`src/rtl/gate_bist_settle_timer.sv`:
```
// gate_bist_settle_timer: loadable down-counter that stops at zero and flags it
module gate_bist_settle_timer #(
  parameter int W = 4
) (
  input  logic         clk,
  input  logic         rst_n,
  input  logic         load,
  input  logic [W-1:0] load_val,
  output logic         zero
);
  logic [W-1:0] cnt;
  assign zero = cnt == '0;
  always_ff @(posedge clk or negedge rst_n)
    if (!rst_n) cnt <= '0;
    else if (load) cnt <= load_val;
    else if (!zero) cnt <= cnt - 1'b1;
endmodule

```
`config.mk`:
```
export PLATFORM = sky130hd
export DESIGN_NAME = gate_bist_settle_timer
export DESIGN_NICKNAME = d
export VERILOG_FILES = /design/src/rtl/gate_bist_settle_timer.sv
export SDC_FILE = /design/constraint.sdc
export NUM_CORES = 1
export LEC_CHECK = 0
export BUFFER_PORTS_ARGS = -buffer_cell sky130_fd_sc_hd__buf_2
export CAP_MARGIN = 20
export CORE_AREA = 2 2 39 41
export CTS_CLUSTER_DIAMETER = 60
export CTS_CLUSTER_SIZE = 28
export DETAILED_ROUTE_END_ITERATION = 6
export DIE_AREA = 0 0 41 43
export GPL_TIMING_DRIVEN = 1
export PLACE_DENSITY = 0.39
export SLEW_MARGIN = 20
export SYNTH_ARGS = -nofsm -noshare
export SYNTH_HDL_FRONTEND = slang
export SYNTH_SLANG_ARGS = --single-unit
```
`constraint.sdc`:
```
create_clock -name clk -period 1.9 [get_ports clk]
set_input_delay 0.285 -clock clk [delete_from_list [all_inputs] [get_ports clk]]
set_output_delay 0.285 -clock clk [all_outputs]
set_load 0.05 [all_outputs]
```
==> flow_summary.html <==
<table>
<tr><th>Metric</th><th>Value</th></tr>
<tr><th colspan="2">Logic synthesis</th></tr>
<tr><td>Parity-gate share of the synthesized area counting xor and xnor cells</td><td>3.74%</td></tr>
<tr><td>Mapped cell area</td><td>234 µm²</td></tr>
<tr><td>Share of the yosys chip area belonging to registers</td><td>42.8%</td></tr>
<tr><td>Largest family of logic cells by synthesized area</td><td>simple AND/OR/NAND/NOR gates</td></tr>
<tr><td>Number of nets in the synthesized netlist</td><td>30</td></tr>
<tr><td>Number of unique standard cell types used by synthesis</td><td>15</td></tr>
<tr><td>Share of Yosys cell area claimed by the top area cell type</td><td>42.8%</td></tr>
<tr><td>Count of synthesis-stage warnings from yosys</td><td>0</td></tr>
<tr><td>Adder-cell share of the synthesized area</td><td>5.35%</td></tr>
<tr><td>Synth area leader</td><td>dfrtp_1</td></tr>
<tr><td>Synthesized instance count</td><td>22</td></tr>
<tr><td>Synth Area in Simple Gates</td><td>21.4%</td></tr>
<tr><td>Fraction of the mapped netlist area in compound gates</td><td>8.56%</td></tr>
<tr><td>Top cells by area in the synthesized netlist</td><td>dfrtp_1 43%, mux2i_1 8.6%, nor3b_4 8.0%</td></tr>
<tr><td>Number of synthesized register bits</td><td>4</td></tr>
<tr><td>Mux cell area share after synthesis</td><td>13.4%</td></tr>
<tr><td>Post-synthesis area per instance</td><td>10.6 µm²</td></tr>
<tr><th colspan="2">Routing</th></tr>
<tr><td>DRC violations left</td><td>0</td></tr>
<tr><td>Post-route ant nets</td><td>0</td></tr>
<tr><td>TritonRoute pass-1 iters</td><td>4</td></tr>
<tr><td>Drt via density</td><td>3.94</td></tr>
<tr><td>WL/cell</td><td>7.77 µm</td></tr>
<tr><td>Via Count</td><td>189</td></tr>
<tr><td>Number of DRC markers in iteration 0</td><td>3</td></tr>
<tr><td>Final WL</td><td>373 µm</td></tr>
<tr><th colspan="2">Clock network</th></tr>
<tr><td>Clk_lat worst skew</td><td>220 ps</td></tr>
<tr><td>Maximum level of the CTS H-tree</td><td>1</td></tr>
<tr><td>Worst-path clk slew</td><td>30 ps</td></tr>
<tr><td>CTS tree</td><td>yes</td></tr>
<tr><td>Buffers from clock root to sink, at most</td><td>2</td></tr>
<tr><td>CTS Root Buffer Type</td><td>clkbuf_4</td></tr>
<tr><td>Post-CTS Repair Setup Buffers</td><td>0</td></tr>
<tr><td>Total CTS buffers</td><td>3</td></tr>
<tr><td>Post-cts repair resize count</td><td>0</td></tr>
<tr><td>Sink Count</td><td>4</td></tr>
<tr><th colspan="2">Critical path</th></tr>
<tr><td>Setup slack of the most critical reg-to-reg path</td><td>480 ps</td></tr>
<tr><td>Worst Setup End Kind</td><td>primary output</td></tr>
<tr><td>Crit path DAT</td><td>1470 ps</td></tr>
<tr><td>Maximum fanout along the worst path</td><td>3</td></tr>
<tr><td>Setup CP Type</td><td>register to primary output</td></tr>
<tr><td>Critical Path RT</td><td>1620 ps</td></tr>
<tr><td>Worst setup SP type</td><td>register</td></tr>
<tr><th colspan="2">Layout</th></tr>
<tr><td>Final core area utilization</td><td>23.0%</td></tr>
<tr><td>NumNets Final</td><td>42</td></tr>
<tr><td>Ant diodes</td><td>0</td></tr>
<tr><td>Share of post-route cells with drive strength above 1</td><td>37.5%</td></tr>
<tr><td>Commonest cells after routing, fill and taps aside</td><td>7 x buf_2, 4 x dfrtp_1, 3 x clkbuf_4</td></tr>
<tr><td>Synth-to-Final Area Change</td><td>35.8%</td></tr>
<tr><td>Most flop-heavy register</td><td>cnt</td></tr>
<tr><td>Largest registers ranked by flip-flop count</td><td>cnt x4</td></tr>
<tr><td>Largest register FFs</td><td>4</td></tr>
<tr><td>Most frequent standard cell in the layout excluding fill and tap cells</td><td>buf_2</td></tr>
<tr><th colspan="2">Power</th></tr>
<tr><td>Ratio of total power to cell area</td><td>1040 nW/µm²</td></tr>
<tr><td>Switching share of total power</td><td>29.8%</td></tr>
<tr><td>Leakage</td><td>0.146 nW</td></tr>
<tr><td>Portion of total power attributed to the clock network</td><td>29.6%</td></tr>
<tr><td>Logic gate share of total power</td><td>33.7%</td></tr>
<tr><td>Seq pwr share</td><td>36.7%</td></tr>
<tr><td>Total power of the final layout</td><td>0.330 mW</td></tr>
<tr><td>Peak supply drop</td><td>0.272 mV</td></tr>
<tr><td>Internal Dissipation</td><td>0.231 mW</td></tr>
<tr><td>Switching pwr</td><td>0.0984 mW</td></tr>
<tr><th colspan="2">Global route</th></tr>
<tr><td>First-pass GRT wire length</td><td>655 µm</td></tr>
<tr><td>Number of global-route vias before repair</td><td>188</td></tr>
<tr><td>Global Route Usage Sum</td><td>6.05%</td></tr>
<tr><td>Total grt overflow</td><td>0</td></tr>
<tr><td>Antenna violations before repair</td><td>0</td></tr>
<tr><td>Maximum number of pins on one net before global-route repair</td><td>9</td></tr>
<tr><th colspan="2">Timing</th></tr>
<tr><td>Actual slew at the worst max-slew pin</td><td>243 ps</td></tr>
<tr><td>Achievable Freq</td><td>571 MHz</td></tr>
<tr><td>Worst-case setup margin in the final layout</td><td>148 ps</td></tr>
<tr><td>Final Max Slew Viols</td><td>0</td></tr>
<tr><td>Setup TNS</td><td>0 ps</td></tr>
<tr><td>Share of the clock period used by the worst path</td><td>92.2%</td></tr>
<tr><td>Slew HR</td><td>83.7%</td></tr>
<tr><td>Post-layout minimum cycle time</td><td>1750 ps</td></tr>
<tr><td>Clock skew</td><td>0.464 ps</td></tr>
<tr><td>Final Setup Violations</td><td>0</td></tr>
<tr><td>Final number of hold-violating endpoints</td><td>0</td></tr>
<tr><td>RSZ-0062 raised after global routing</td><td>false</td></tr>
<tr><th colspan="2">Placement</th></tr>
<tr><td>Number of port buffers</td><td>7</td></tr>
<tr><td>Last weighted congestion value of the routability-driven placer</td><td>0.589</td></tr>
<tr><td>HPWL after detailed placement</td><td>357 µm</td></tr>
<tr><td>Post-placement setup slack</td><td>362 ps</td></tr>
<tr><th colspan="2">Min path</th></tr>
<tr><td>Worst min-delay path category</td><td>primary input to register</td></tr>
<tr><th colspan="2">Floorplan</th></tr>
<tr><td>Initial standard-cell utilization of the core</td><td>16.9%</td></tr>
<tr><td>Core region area</td><td>1380 µm²</td></tr>
<tr><td>Horizontal extent of the die</td><td>41 µm</td></tr>
<tr><td>Die area</td><td>1760 µm²</td></tr>
<tr><td>Die span in y</td><td>43 µm</td></tr>
<tr><td>I/O pin cnt</td><td>8</td></tr>
<tr><td>Number of standard-cell rows in the floorplan</td><td>14</td></tr>
<tr><th colspan="2">Run</th></tr>
<tr><td>Maximum Capacitance Violations</td><td>0</td></tr>
<tr><th colspan="2">Run status</th></tr>
<tr><td>Result of the run</td><td>finished, final reports clean</td></tr>
</table>
## power groups by stage
stage | Clock (mW) | Combinational, mW | Sequential (mW)
finish | 0.0977 | 0.111 | 0.121
CTS | 0.104 | 0.114 | 0.121
floorplan | 0 | 0.0902 | 0.119
global route | 0.107 | 0.124 | 0.124
global placement | 0 | 0.109 | 0.122
detailed placement | 0 | 0.112 | 0.122
## cell type report
| cell class | instances | area [µm²] |
|---|---|---|
| fillers | 152 | 1070 |
| clock buffers | 3 | 22.5 |
| multi-input cells | 15 | 123 |
| inverters | 2 | 7.51 |
| flip-flops and latches | 4 | 100 |
| repair buffers | 8 | 45.0 |
| well taps | 16 | 20.0 |
## layer usage
layer / wire, µm / vias up / GRT usage, %
li1: - / 98 / -
met1: 119 / 89 / 5.23
met2: 233 / 2 / 9.06
met3: 20 / 0 / 4.71
met4: 0 / 0 / 4.00
met5: 0 / - / 0
## synthesized netlist by cell type (all sizes together)
master and count:
nor3b 2, o21ai 2, nand2 2, a221o 1
nor3 2, inv 2, clkbuf 1, ha 1
mux2i 2, mux2 1, xnor2 1, nor2b 1
dfrtp 4
## per-stage QoR
stage | hold slack [ps] | std cells | area [µm²]
2_1_floorplan | -10.6 | 22 | 234
3_3_place_gp | 93.5 | 44 | 285
3_5_place_dp | 95.7 | 44 | 285
4_1_cts | 277 | 48 | 318
5_1_grt | 300 | 48 | 318
6_report | 280 | 48 | 318
## cell families after synthesis
kind of cell               after synthesis
AOI/OAI and AO/OA                        3
xor gates and xnor gates                 1
adders and majority gates                1
buffers and inverters                    3
DFF                                      4
muxes                                    3
and+or+nand+nor                          7
## worst paths after layout
| kind | from | endpoint | cells after the start |
|---|---|---|---|
| worst max register to register | cnt[0]$_DFFE_PN0P_ | cnt[1]$_DFFE_PN0P_ | 5 |
| worst min register to register | cnt[0]$_DFFE_PN0P_ | cnt[0]$_DFFE_PN0P_ | 3 |
| worst max-delay path | cnt[0]$_DFFE_PN0P_ | zero | 4 |
| worst min-delay path | load_val[2] | cnt[2]$_DFFE_PN0P_ | 3 |
| max in group asynchronous | rst_n | cnt[0]$_DFFE_PN0P_ | 2 |
| min in group asynchronous | rst_n | cnt[3]$_DFFE_PN0P_ | 2 |
## critical path, cell delays in order, from the launching register on
cell	delay (ps)
dfrtp_1	370
inv_1	90
ha_1	220
nor3b_4	260
buf_2	300
## timing repair
| action | in CTS | in global routing |
|---|---|---|
| hold endpoints to repair | 4 | 0 |
| setup endpoints to repair | 0 | 0 |
| hold buffers | 1 | 0 |
No activity file was read; power rests on OpenSTA's default activity.
